===== src/rtl/tl_ctrl_timed.sv =====
// Two-road traffic-light controller with tick-timed phases, all-red clearance,
// night flash mode, and an optional pedestrian request (enabled by `define TL_PED_EN).
module tl_ctrl_timed #(
    parameter int CNT_W       = 8,
    parameter int GREEN_A     = 8,
    parameter int GREEN_B     = 6,
    parameter int YELLOW      = 2,
    parameter int ALL_RED     = 1,
    parameter int MIN_GREEN_A = 4,
    parameter int FLASH_HALF  = 2
) (
    input  logic       clk,
    input  logic       reset,
    input  logic       tick,
    input  logic       flash_req,
    input  logic       ped_req,
    output logic [5:0] TL,
    output logic       walk,
    output logic [2:0] phase
);

    typedef enum logic [2:0] {
        IDLE      = 3'd0,
        A_GREEN   = 3'd1,
        A_YELLOW  = 3'd2,
        ALL_RED_1 = 3'd3,
        B_GREEN   = 3'd4,
        B_YELLOW  = 3'd5,
        ALL_RED_2 = 3'd6,
        FLASH     = 3'd7
    } state_e;

    // A zero duration behaves as a single tick.
    localparam int GA_EFF = (GREEN_A     > 0) ? GREEN_A     : 1;
    localparam int GB_EFF = (GREEN_B     > 0) ? GREEN_B     : 1;
    localparam int YL_EFF = (YELLOW      > 0) ? YELLOW      : 1;
    localparam int AR_EFF = (ALL_RED     > 0) ? ALL_RED     : 1;
    localparam int MG_EFF = (MIN_GREEN_A > 0) ? MIN_GREEN_A : 1;
    localparam int FH_EFF = (FLASH_HALF  > 0) ? FLASH_HALF  : 1;

    localparam logic [CNT_W-1:0] GA_LAST = CNT_W'(GA_EFF - 1);
    localparam logic [CNT_W-1:0] GB_LAST = CNT_W'(GB_EFF - 1);
    localparam logic [CNT_W-1:0] YL_LAST = CNT_W'(YL_EFF - 1);
    localparam logic [CNT_W-1:0] AR_LAST = CNT_W'(AR_EFF - 1);
    localparam logic [CNT_W-1:0] MG_LAST = CNT_W'(MG_EFF - 1);
    localparam logic [CNT_W-1:0] FH_LAST = CNT_W'(FH_EFF - 1);

    function automatic logic [5:0] lamps(input state_e s, input logic flash_on);
        case (s)
            A_GREEN:   lamps = 6'b100001;
            A_YELLOW:  lamps = 6'b010001;
            ALL_RED_1: lamps = 6'b001001;
            B_GREEN:   lamps = 6'b001100;
            B_YELLOW:  lamps = 6'b001010;
            ALL_RED_2: lamps = 6'b001001;
            FLASH:     lamps = flash_on ? 6'b010010 : 6'b000000;
            default:   lamps = 6'b000000;
        endcase
    endfunction

    state_e           state_q, state_d;
    logic [CNT_W-1:0] cnt_q, cnt_d, last_c;
    logic             flash_q, flash_d;
    logic             done_c;
    logic             walk_q, walk_d;
    logic [5:0]       tl_q;
    logic [2:0]       phase_q;

`ifdef TL_PED_EN
    logic ped_q, ped_d, enter_b;
`endif

    always_comb begin
        case (state_q)
            A_GREEN:              last_c = GA_LAST;
            B_GREEN:              last_c = GB_LAST;
            A_YELLOW, B_YELLOW:   last_c = YL_LAST;
            ALL_RED_1, ALL_RED_2: last_c = AR_LAST;
            FLASH:                last_c = FH_LAST;
            default:              last_c = '0;
        endcase
    end

    // NOTE: every variable gets a default first so no path leaves it unassigned (no latch).
    always_comb begin
        state_d = state_q;
        cnt_d   = cnt_q;
        flash_d = flash_q;
        done_c  = (cnt_q == last_c);
`ifdef TL_PED_EN
        if (state_q == A_GREEN && ped_q && cnt_q >= MG_LAST) done_c = 1'b1;
`endif
        if (state_q == IDLE) begin
            state_d = A_GREEN;
            cnt_d   = '0;
        end else if (tick) begin
            if (!done_c) begin
                cnt_d = cnt_q + CNT_W'(1);
            end else begin
                cnt_d = '0;
                case (state_q)
                    A_GREEN:  state_d = A_YELLOW;
                    A_YELLOW: state_d = ALL_RED_1;
                    B_GREEN:  state_d = B_YELLOW;
                    B_YELLOW: state_d = ALL_RED_2;
                    // All-red ends are the only safe points to enter flash mode.
                    ALL_RED_1, ALL_RED_2: begin
                        if (flash_req) begin
                            state_d = FLASH;
                            flash_d = 1'b1;
                        end else begin
                            state_d = (state_q == ALL_RED_1) ? B_GREEN : A_GREEN;
                        end
                    end
                    FLASH: begin
                        if (!flash_q && !flash_req) state_d = ALL_RED_2;
                        else                        flash_d = !flash_q;
                    end
                    default: state_d = IDLE;
                endcase
            end
        end
    end

`ifdef TL_PED_EN
    // Walk is granted for a whole B_GREEN when a request was pending at its entry.
    always_comb begin
        enter_b = (state_d == B_GREEN) && (state_q != B_GREEN);
        ped_d   = ped_req || (ped_q && !enter_b);
        walk_d  = (state_d == B_GREEN) && (enter_b ? ped_q : walk_q);
    end
`else
    logic unused_ped;
    assign unused_ped = ped_req;
    assign walk_d     = 1'b0;
`endif

    // NOTE: reset is synchronous, so it only appears inside the clocked block, never in the sensitivity list.
    // NOTE: sequential state uses non-blocking assignments so all registers update together.
    always_ff @(posedge clk) begin
        if (!reset) begin
            state_q <= IDLE;
            cnt_q   <= '0;
            flash_q <= 1'b0;
            walk_q  <= 1'b0;
            tl_q    <= 6'b000000;
            phase_q <= 3'd0;
`ifdef TL_PED_EN
            ped_q   <= 1'b0;
`endif
        end else begin
            state_q <= state_d;
            cnt_q   <= cnt_d;
            flash_q <= flash_d;
            walk_q  <= walk_d;
            // Outputs are registered decodes of the next state, so they track state_q exactly.
            tl_q    <= lamps(state_d, flash_d);
            phase_q <= state_d;
`ifdef TL_PED_EN
            ped_q   <= ped_d;
`endif
        end
    end

    assign TL    = tl_q;
    assign walk  = walk_q;
    assign phase = phase_q;

endmodule


===== config.mk =====
export PLATFORM = sky130hd
export DESIGN_NAME = tl_ctrl_timed
export DESIGN_NICKNAME = d
export VERILOG_FILES = /design/src/rtl/tl_ctrl_timed.sv
export SDC_FILE = /design/constraint.sdc
export NUM_CORES = 1
export LEC_CHECK = 0
export BUFFER_PORTS_ARGS = -buffer_cell sky130_fd_sc_hd__buf_4
export CAP_MARGIN = 20
export CELL_PAD_IN_SITES_DETAIL_PLACEMENT = 0
export CELL_PAD_IN_SITES_GLOBAL_PLACEMENT = 2
export CORE_MARGIN = 5
export CORE_UTILIZATION = 36
export DETAILED_ROUTE_END_ITERATION = 12
export GPL_ROUTABILITY_DRIVEN = 0
export PLACE_DENSITY = 0.93
export SYNTH_ARGS = -nofsm -noshare
export SYNTH_HDL_FRONTEND = slang
export SYNTH_SLANG_ARGS = --single-unit

===== constraint.sdc =====
create_clock -name clk -period 6.15 [get_ports clk]
set_input_delay 0.9225 -clock clk [delete_from_list [all_inputs] [get_ports clk]]
set_output_delay 0.9225 -clock clk [all_outputs]
set_load 0.005 [all_outputs]

* Word level (Yosys, flattened, before mapping)
Cells that the tools add are included.
** Cells by class
- Shift-type cells :: 0
- Add/sub/neg operators :: 1
- Mux-type cells :: 17
- Multiply operators :: 0
- Reduce and logical (&&, ||, !) cells :: 8
- Bitwise gates (word level) :: 1
- Order comparisons :: 0
- Equal/unequal tests :: 15
- Divide/modulo/power cells :: 0
** Operators with widths (number)
- $pmux 6 s6 :: 1
- $eq 3x3->1 const B :: 8
- $mux 3 :: 6
- $pmux 3 s6 :: 1
- $eq 3x2->1 const B :: 4
- $pmux 3 s3 :: 1
- $add 8x1->8 const B :: 1
- $eq 8x8->1 :: 1
- $mux 8 :: 1
- $eq 3x1->1 const B :: 2
- $reduce_or 2->1 :: 3
- $mux 1 :: 5
- $mux 5 :: 1
- $logic_not 3->1 :: 1
- $reduce_or 3->1 :: 1
- $logic_not 1->1 :: 2
- $pmux 1 s2 :: 1
- $logic_and 1x1->1 :: 1
- $not 1->1 :: 1
** Storage, ports and cells
- Bits in writable memories :: 0
- Latch bits :: 0
- Memory bits (read-only) :: 0
- Memories kept :: 0
- Register bits :: 18
- Word-level logic and storage cells :: 46
- Input bits :: 5

* Depth between registers and ports, before layout
Gate-level depths: netlist of run 1.
- Depth after elaboration :: 10
- Gate-level depth with buffers :: 8

* Least setup slack after synthesis of run 1
No wires, ideal clock.
- Kind :: input to register
- From :: input port tick
- To :: register tl_q[3], in the netlist TL[3]
- Library setup time :: 0.100 ns
- Stages :: 6
- Slack :: 3.668 ns
- Data arrival time :: 2.383 ns
- Cell sequence :: or4b_4 -> nor3_4 -> and2_2 -> nand4b_2 -> o21a_1 -> a2111oi_4
** Between the ends
- Longest elaborated chain between the ends :: 5
** RTL lines
- from (decl) :: RTL line 14 : input logic tick,
- $mux 3 (*) :: RTL line 96 : end else if (tick) begin
- $mux 3 (*) :: RTL line 93 : if (state_q == IDLE) begin
- $eq 3x3->1 / $eq 3x2->1 (equally long branches) :: RTL line 49 : case (s)
- $reduce_or 2->1 (no source line)
- $pmux 6 s6 (*) :: RTL line 49
- to (signal assigned) :: RTL line 157 : tl_q <= lamps(state_d, flash_d);
- to (decl) :: RTL line 66 : logic [5:0] tl_q;
Mark *: on every way between the ends. The rest lies on a longest branch, timed or not.
A chain may end at the register's enable or synchronous reset.

==> results.sh, run 1 <==
export IMPL_p_leak_nw=0.463
export IMPL_cts_buffers=3
export IMPL_critPathRequiredTime_ns=6.35
export IMPL_rsz0062_at_grt="false"
export IMPL_routedWlPerCell_um=13.9
export IMPL_fp_dieH_um=67.0
export IMPL_ys_ff_latch=18
export IMPL_grt_use_total_pct=13.1
export IMPL_cts_hold_buf=0
export IMPL_worstRegToRegCells=6
export IMPL_area_delta_synth_final_pct=10.1
export IMPL_syn_inst=141
export IMPL_setup_viol=0
export IMPL_synth_area_mm2=0.00117
export IMPL_overflow=0
export IMPL_cts_sinks=18
export IMPL_cp_startpoint="phase[1]"
export IMPL_crit_type="reg2reg"
export IMPL_fin_crit_ns=2.60
export IMPL_slowest_delay_ns=0.85
export IMPL_synth_edff_count=0
export IMPL_grt_pass1_vias=966
export IMPL_synth_cell_types=52
export IMPL_initial_utilization_pct=38.0
export IMPL_die_w_um=67.0
export IMPL_vias_per_cell=5.49
export IMPL_cts_tree="built"
export IMPL_arrival_ns=2.80
export IMPL_dp_hpwl_um=1890
export IMPL_status="finished clean"
export IMPL_vias=1037
export IMPL_fmax_mhz=385
export IMPL_die_area_mm2=0.00449
export IMPL_clk_latency_ns=0.29
export IMPL_async_reset_ff_share_pct=0
export IMPL_finalHoldViolCount=0
export IMPL_core_area_mm2=0.00308
export IMPL_cp_max_fo=26
export IMPL_crit_chain="or3b_2, a21oi_1, o21ai_0, mux2i_1, o221ai_1, a2111oi_4"
export IMPL_synth_top_area_share_pct=30.8
export IMPL_clk_path_buf_depth=2
export IMPL_ys_warn_count=0
export IMPL_max_vdd_ir_drop_uv=97.7
export IMPL_slew_headroom_pct=27.0
export IMPL_yosys_area_top_type="dfxtp_1"
export IMPL_synth_area_per_cell_um2=8.30
export IMPL_cts_root_buf="clkbuf_4"
export IMPL_htreeDepth=1
export IMPL_slew_viol_final=0
export IMPL_syn_num_nets=147
export IMPL_yosysSeqAreaShare_pct=30.8
export IMPL_worst_pin_slew_ns=1.08
export IMPL_port_buffers=12
export IMPL_drt_iter0_markers=31
export IMPL_dr_pass1_iters=4
export IMPL_postCtsSetupBuffers=0
export IMPL_diodes=0
export IMPL_synth_area_leaders="dfxtp_1 31%, nor2_1 5.5%, nand2_1 4.5%"
export IMPL_rr_endpoint="TL[3]"
export IMPL_wl_um=2630
export IMPL_grt_max_degree=27
export IMPL_rows=20
export IMPL_final_core_util_pct=41.8
export IMPL_crit_path_end_kind="register"
export IMPL_clk_pin_slew_ns=0.11
export IMPL_hold_path_class="reg2reg"
export IMPL_antenna_left=0
export IMPL_reg2reg_setup_slack_ns=3.55
export IMPL_io_pin_count=15
export IMPL_grt_pass1_wl_um=4530
export IMPL_cp_start_kind="register"
export IMPL_post_cts_resized=0
export IMPL_clock_skew_ns=0.00798
export IMPL_drc_errors=0
export IMPL_final_period_utilization_pct=42.3
export IMPL_cp_slowest_cell="dfxtp_1"
export IMPL_ys_flop_type="dfxtp_1"
export IMPL_cp_endpoint="TL[3]"
export IMPL_antenna_found_initial=0
export IMPL_reg2reg_from="phase[1]"
export IMPL_nets=152
export IMPL_maxCapViolations=0
export IMPL_drive_gt1_share_pct=20.0
export IMPL_final_setup_tns_ns=0
export IMPL_power_density_mw_per_mm2=183
==> flip-flops by register name, indices dropped and copies added (netlist names) <==
| register | cells |
|---|---|
| flash_q | 1 |
| cnt_q | 8 |
| TL | 6 |
| phase | 3 |
==> power breakdown <==
group	internal (W)	total, W	switching (W)
registers	0.000119	0.000127	0.00000780
logic	0.0000161	0.0000349	0.0000188
clock network	0.0000361	0.0000740	0.0000379
==> per-stage QoR <==
step | instances | power [W] | worst slack (ns) | hold WS [ns] | cell area, um2
after floorplan | 141 | 0.000155 | 3.67 | 0.480 | 1170
after global placement | 185 | 0.000164 | 3.37 | 0.500 | 1250
after detailed placement | 185 | 0.000165 | 3.33 | 0.526 | 1250
after CTS | 189 | 0.000239 | 3.54 | 0.559 | 1290
after global routing | 189 | 0.000250 | 3.28 | 0.599 | 1290
final | 189 | 0.000236 | 3.55 | 0.559 | 1290
==> final cells by class <==
class | count | area, um2
clock buffer | 4 | 36.3
multi-input combinational | 108 | 734
timing repair buffer | 12 | 90.1
tap | 44 | 55.1
fill | 318 | 1790
sequential | 18 | 360
inverter | 3 | 11.3
==> worst max-delay path: cells and delay by family (launching register included) <==
family             cells  cell delay (ns)
and+or+nand+nor        1             0.49
DFF                    1             0.85
AOI/OAI and AO/OA      4             0.99
muxes                  1             0.18
==> placed cells by master, fill, tap and decap left out, types with 2 or more instances in the layout <==
cell / netlist / final
o21a_1: 2 / 2
xor2_1: 6 / 6
a21oi_1: 2 / 2
xnor2_1: 4 / 4
nand4_1: 3 / 3
mux2i_1: 2 / 2
a2111oi_0: 2 / 2
dfxtp_1: 18 / 18
a41o_1: 2 / 2
clkbuf_4: 0 / 3
nor3b_1: 4 / 4
and3_1: 2 / 2
o21ai_0: 10 / 10
nor2_1: 17 / 17
inv_1: 3 / 3
buf_4: 1 / 12
nand2_1: 14 / 14
nor3_1: 4 / 4
nand3_1: 3 / 3
==> per-layer routing <==
| metal | global-route usage [%] | vias up | part of all wire, % | routed length [um] |
|---|---|---|---|---|
| li1 | - | 519 | - | - |
| met1 | 18.1 | 490 | 52 | 1360 |
| met5 | 0 | - | 0 | 0 |
| met4 | 6.08 | 0 | 2.2 | 59 |
| met2 | 19.5 | 22 | 42 | 1110 |
| met3 | 2.36 | 6 | 3.9 | 104 |
==> how the worst min path moves through the flow <==
stage	cells after the start	startpoint	end
2_1_floorplan	2	cnt_q[7]	cnt_q[7]
3_5_place_dp	2	cnt_q[7]	cnt_q[7]
4_1_cts	2	cnt_q[7]	cnt_q[7]
5_1_grt	2	cnt_q[7]	cnt_q[7]
3_3_place_gp	2	cnt_q[7]	cnt_q[7]
6_report	2	cnt_q[7]	cnt_q[7]
==> synthesized netlist by cell type (2+ instances only) <==
master	count
xor2_1	6
a41o_1	2
inv_1	3
nor3_1	4
and3_1	2
o21a_1	2
a2111oi_0	2
nand4_1	3
buf_2	6
nor2_1	17
nand2_1	14
a21oi_1	2
clkbuf_1	4
nand3_1	3
dfxtp_1	18
o21ai_0	10
xnor2_1	4
mux2i_1	2
nor3b_1	4
==> cell families after synthesis <==
kind of cell / count (synthesis) / share of synthesized area, %
XOR/XNOR: 10 / 7.49
AND/OR/NAND/NOR: 62 / 29.8
AO/OA/AOI/OAI: 32 / 22.4
buffers and inverters: 15 / 6.42
flip-flops: 18 / 30.8
adder cells (fa/ha/maj): 1 / 1.07
other: 1 / 0.321
multiplexers: 2 / 1.71
No activity file was read; power rests on OpenSTA's default activity.
==> run 2, diff against run 1 <==
--- a/config.mk
+++ b/config.mk
@@ -10,10 +10,10 @@
 export CELL_PAD_IN_SITES_DETAIL_PLACEMENT = 0
 export CELL_PAD_IN_SITES_GLOBAL_PLACEMENT = 2
 export CORE_MARGIN = 5
-export CORE_UTILIZATION = 36
+export CORE_UTILIZATION = 33
 export DETAILED_ROUTE_END_ITERATION = 12
 export GPL_ROUTABILITY_DRIVEN = 0
-export PLACE_DENSITY = 0.93
+export PLACE_DENSITY = 0.87
 export SYNTH_ARGS = -nofsm -noshare
 export SYNTH_HDL_FRONTEND = slang
 export SYNTH_SLANG_ARGS = --single-unit
==> constraint.sdc (replaced) <==
create_clock -name clk -period 2.41 [get_ports clk]
set_input_delay 0.3615 -clock clk [delete_from_list [all_inputs] [get_ports clk]]
set_output_delay 0.3615 -clock clk [all_outputs]
set_load 0.005 [all_outputs]
==> run 2 against run 1 <==
  * Non-clock buffer count rose by 9
  * Hold slack got worse by 0.20 ns
  * Critical endpoint is now TL[4]
  * Register-to-register slack got worse by 3.4 ns
  * First-iteration DRC count rose by 16%
  * Via count rose by 3.4%
  * Sequential share of layout area fell by 1.2 points
  * Critical path type unchanged
  * Sequential cell count did not move
  * Setup slack got worse by 3.4 ns
==> results.sh, run 2 (same netlist as run 1, synthesis figures left out) <==
export IMPL_critPathBufInv=0
export IMPL_holdWs_ns=0.355
export IMPL_cts_root_buf="clkbuf_4"
export IMPL_grt_use_total_pct=12.3
export IMPL_p_leak_nw=0.504
export IMPL_reg2reg_from="phase[1]"
export IMPL_grt_pass1_wl_um=5000
export IMPL_slew_headroom_pct=32.6
export IMPL_critPathTopFamily="compound AO/OA/AOI/OAI gates"
export IMPL_rr_endpoint="TL[4]"
export IMPL_antenna_found_initial=0
export IMPL_final_core_util_pct=39.6
export IMPL_max_vdd_ir_drop_uv=229
export IMPL_layout_common_cells="21 x buf_4, 18 x dfxtp_1, 17 x nor2_1, 14 x nand2_1, 10 x o21ai_0"
export IMPL_initial_utilization_pct=34.5
export IMPL_grt_max_degree=19
export IMPL_final_setup_tns_ns=0
export IMPL_clock_skew_ns=0.00565
export IMPL_crit_chain="or3b_2, a21oi_1, o211ai_2, a2111oi_0, o21a_1"
export IMPL_hold_depth=2
export IMPL_vias_per_cell=5.39
export IMPL_fmax_mhz=450
export IMPL_cts_hold_buf=0
export IMPL_clk_latency_ns=0.29
export IMPL_postCtsSetupBuffers=0
export IMPL_area_delta_synth_final_pct=14.9
export IMPL_cts_sinks=18
export IMPL_crit_type="reg2reg"
export IMPL_diodes=0
export IMPL_drive_gt1_share_pct=24.2
export IMPL_final_common_cell="buf_4"
export IMPL_die_area_mm2=0.00484
export IMPL_power_density_mw_per_mm2=425
export IMPL_fin_crit_ns=2.22
export IMPL_cts_buffers=3
export IMPL_clk_pin_slew_ns=0.10
export IMPL_dp_hpwl_um=2020
export IMPL_largest_reg_flops=8
export IMPL_slew_viol_final=0
export IMPL_slowest_delay_ns=0.60
export IMPL_vias=1072
export IMPL_core_area_mm2=0.00339
export IMPL_overflow=0
export IMPL_port_buffers=12
export IMPL_rows=21
export IMPL_fp_dieH_um=69.5
export IMPL_drt_iter0_markers=36
export IMPL_largest_register="cnt_q"
export IMPL_setup_viol=0
export IMPL_min_delay_start="reset"
export IMPL_crit_path_end_kind="register"
export IMPL_dr_pass1_iters=4
export IMPL_final_period_utilization_pct=92.1
export IMPL_rsz0062_at_grt="false"
export IMPL_reg2reg_setup_slack_ns=0.19
export IMPL_hold_path_class="in2reg"
export IMPL_htreeDepth=1
export IMPL_clk_path_buf_depth=2
export IMPL_min_to="TL[0]"
export IMPL_io_pin_count=15
export IMPL_wl_um=2760
export IMPL_grt_pass1_vias=1068
export IMPL_status="finished clean"
export IMPL_arrival_ns=2.46
export IMPL_worstRegToRegCells=5
export IMPL_post_cts_resized=0
export IMPL_cp_slowest_cell="a2111oi_0"
export IMPL_cp_max_fo=11
export IMPL_routedWlPerCell_um=13.8
export IMPL_nets=161
export IMPL_drc_errors=0
export IMPL_maxCapViolations=0
export IMPL_die_w_um=69.5
export IMPL_total_power_w=0.000572
export IMPL_antenna_left=0
export IMPL_critPathRequiredTime_ns=2.65
export IMPL_worst_pin_slew_ns=0.996
export IMPL_cts_tree="built"
export IMPL_cp_start_kind="register"
export IMPL_finalHoldViolCount=0
==> run 2: changes by cell type in the layout (fill, tap and decap cells not counted), sizes merged <==
cell / delta
clkbuf: -1
buf: +9
==> run 2: how the worst max path moves through the flow <==
| stage | startpoint | end | slack [ns] | cells past startpoint |
|---|---|---|---|---|
| after floorplan | phase[0] | TL[3] | 0.41 | 7 |
| after global placement | tick | TL[4] | 0.14 | 8 |
| after detailed placement | tick | TL[3] | 0.17 | 7 |
| after CTS | phase[1] | TL[3] | 0.21 | 6 |
| after global routing | phase[1] | TL[4] | 0.02 | 7 |
| final | phase[1] | TL[4] | 0.19 | 5 |
==> run 2: final cells by class <==
cell class | instances | area [um2]
Clock buffer | 3 | 22.5
Fill cell | 350 | 2050
Inverter | 3 | 11.3
Multi-Input combinational cell | 108 | 734
Sequential cell | 18 | 360
Tap cell | 46 | 57.6
Timing Repair Buffer | 21 | 158
==> run 2: report_power, final <==
part | internal, W | leakage (nW) | switching, W | total, W
clock | 0.0000580 | 0.0138 | 0.0000904 | 0.000148
sequential | 0.000305 | 0.146 | 0.00000617 | 0.000311
combinational | 0.0000478 | 0.343 | 0.0000648 | 0.000113
total | 0.000410 | 0.504 | 0.000161 | 0.000572
==> run 2: through the flow <==
stage,area [um2],std cells,setup slack (ns)
6_report,1340,199,0.189
5_1_grt,1340,199,0.0167
3_5_place_dp,1320,196,0.169
4_1_cts,1340,199,0.212
2_1_floorplan,1170,141,0.405
3_3_place_gp,1320,196,0.136
==> run 2: metal layers <==
layer	track usage (%)	wire length, um	part of all wire [%]
met5	0	0	0
met3	1.45	136	4.9
met4	4.56	19	0.69
met1	16.9	1350	49
met2	19.6	1250	46
==> run 3, diff against run 2 <==
--- a/config.mk
+++ b/config.mk
@@ -9,11 +9,11 @@
 export CAP_MARGIN = 20
 export CELL_PAD_IN_SITES_DETAIL_PLACEMENT = 0
 export CELL_PAD_IN_SITES_GLOBAL_PLACEMENT = 2
-export CORE_MARGIN = 5
-export CORE_UTILIZATION = 33
+export CORE_MARGIN = 2
+export CORE_UTILIZATION = 30
 export DETAILED_ROUTE_END_ITERATION = 12
 export GPL_ROUTABILITY_DRIVEN = 0
-export PLACE_DENSITY = 0.87
+export PLACE_DENSITY = 0.84
 export SYNTH_ARGS = -nofsm -noshare
 export SYNTH_HDL_FRONTEND = slang
 export SYNTH_SLANG_ARGS = --single-unit
==> constraint.sdc (replaced) <==
create_clock -name clk -period 1.9 [get_ports clk]
set_input_delay 0.285 -clock clk [delete_from_list [all_inputs] [get_ports clk]]
set_output_delay 0.285 -clock clk [all_outputs]
set_load 0.05 [all_outputs]
==> run 3 against run 2 <==
  * The run now ends with negative setup slack left
  * Utilization increased by 6.0 points
  * Global-route usage increased by 3.9 points
  * Clock skew decreased by 0.0014 ns
  * Maximum frequency increased by 7.1%
  * Clock power increased by 120%
  * Power increased by 69%
  * Final area increased by 26%
  * Die area decreased by 8.7%
  * Critical endpoint unchanged
==> results.sh, run 3 (same netlist as run 1, synthesis figures left out) <==
export IMPL_largest_register="cnt_q"
export IMPL_grt_use_total_pct=16.2
export IMPL_clk_path_buf_depth=2
export IMPL_drt_iter0_markers=60
export IMPL_port_buffers=12
export IMPL_overflow=0
export IMPL_worstRegToRegCells=7
export IMPL_layout_common_cells="43 x buf_4, 17 x nor2_1, 14 x nand2_1, 13 x dfxtp_1, 9 x o21ai_0"
export IMPL_diodes=0
export IMPL_reg2reg_setup_slack_ns=-0.17
export IMPL_stdcell_count=227
export IMPL_dp_hpwl_um=2190
export IMPL_arrival_ns=2.29
export IMPL_routedWlPerCell_um=14.4
export IMPL_status="finished with violations"
export IMPL_io_pin_count=15
export IMPL_cts_root_buf="clkbuf_8"
export IMPL_area_delta_synth_final_pct=45.1
export IMPL_critPathRequiredTime_ns=2.11
export IMPL_htreeDepth=1
export IMPL_reg2reg_from="cnt_q[7]"
export IMPL_cts_tree="built"
export IMPL_failed_checks="negative setup slack"
export IMPL_clk_pin_slew_ns=0.08
export IMPL_antenna_left=0
export IMPL_cp_endpoint="TL[4]"
export IMPL_cts_sinks=18
export IMPL_drive_gt1_share_pct=44.1
export IMPL_final_common_cell="buf_4"
export IMPL_core_area_mm2=0.00372
export IMPL_antenna_found_initial=0
export IMPL_finalWorstSetupSlack_ns=-0.174
export IMPL_grt_pass1_wl_um=5430
export IMPL_cts_hold_buf=0
export IMPL_power_density_mw_per_mm2=570
export IMPL_finalHoldViolCount=0
export IMPL_final_core_util_pct=45.7
export IMPL_p_leak_nw=0.681
export IMPL_dr_pass1_iters=4
export IMPL_cp_max_fo=9
export IMPL_final_period_utilization_pct=109
export IMPL_nets=186
export IMPL_largest_reg_flops=8
export IMPL_rows=22
export IMPL_slew_viol_final=0
export IMPL_max_vdd_ir_drop_uv=253
export IMPL_die_area_mm2=0.00441
export IMPL_clk_latency_ns=0.26
export IMPL_cp_startpoint="cnt_q[7]"
export IMPL_drc_errors=0
export IMPL_holdWs_ns=0.299
export IMPL_setup_viol=16
export IMPL_hold_path_class="in2reg"
export IMPL_dp_slack_ns=-0.192
export IMPL_crit_path_end_kind="register"
export IMPL_grt_max_degree=19
export IMPL_fp_dieH_um=66.4
export IMPL_vias=1181
export IMPL_wl_um=3270
export IMPL_initial_utilization_pct=31.5
export IMPL_vias_per_cell=5.20
export IMPL_rsz0062_at_grt="true"
export IMPL_fmax_mhz=482
export IMPL_final_setup_tns_ns=-1.57
export IMPL_clock_skew_ns=0.00427
export IMPL_n_fill_cell=363
export IMPL_grt_pass1_vias=1134
export IMPL_cp_start_kind="register"
export IMPL_crit_type="reg2reg"
export IMPL_cts_buffers=3
export IMPL_maxCapViolations=0
export IMPL_dp_cells=214
export IMPL_die_w_um=66.4
export IMPL_rr_endpoint="TL[4]"
export IMPL_fin_crit_ns=2.07
## run 3: changes by cell type in the layout (fill, tap and decap cells not counted), moves of 2 or more
cell and change:
nor3b_2 +2, dfxtp_1 -5, buf_6 +3, dfxtp_4 +3, nor3b_1 -2, clkbuf_8 +4
clkbuf_4 -3, buf_4 +22, dfxtp_2 +2
## run 3: metrics by stage
| stage | total power, W | area, um2 |
|---|---|---|
| after floorplan | 0.000539 | 1220 |
| after global placement | 0.000604 | 1490 |
| after detailed placement | 0.000606 | 1490 |
| after CTS | 0.000959 | 1610 |
| after global routing | 0.00102 | 1700 |
| final | 0.000968 | 1700 |
## run 3: layout make-up
class / count / area, um2 / area share (%)
Inverter: 3 / 11.3 / 0.663
Timing Repair Buffer: 46 / 357 / 21.0
Multi-Input combinational cell: 108 / 841 / 49.5
Sequential cell: 18 / 374 / 22.0
Clock buffer: 4 / 55.1 / 3.24
Tap cell: 48 / 60.1 / 3.54
## run 3: repair_timing
item	4_1_cts	5_1_grt
endpoints found under the setup margin	9	18
setup buffers	6	3
pin swaps	1	2
resized for setup	5	13
## run 3: worst min path at each step
stage	start	end	slack [ns]	cells past startpoint
after global routing	reset	flash_q	0.29	2
after floorplan	reset	flash_q	0.43	1
after CTS	reset	flash_q	0.30	2
after detailed placement	cnt_q[7]	cnt_q[7]	0.54	2
final	reset	flash_q	0.30	2
after global placement	cnt_q[7]	cnt_q[7]	0.50	2
## run 3: worst max-delay path: stages, from the launching register on
cell      delay (ns)
dfxtp_2         0.33
or4b_4          0.54
nor3_4          0.22
buf_6           0.14
o211ai_4        0.12
or2_1           0.27
a211oi_2        0.25
o21a_1          0.16
## run 3: power by group
group          internal (W)  total (W)  leakage (nW)  switching [W]
clock              0.000185   0.000332        0.0288       0.000147
combinational      0.000108   0.000245         0.503       0.000137
sequential         0.000384   0.000391         0.149     0.00000665
## run 3: per-layer routing
| layer | track usage, % | vias to the layer above | share of wire (%) |
|---|---|---|---|
| met4 | 7.65 | 0 | 2.0 |
| met5 | 0 | - | 0 |
| met3 | 1.53 | 5 | 1.9 |
| li1 | - | 587 | - |
| met1 | 21.8 | 570 | 49 |
| met2 | 25.9 | 19 | 48 |
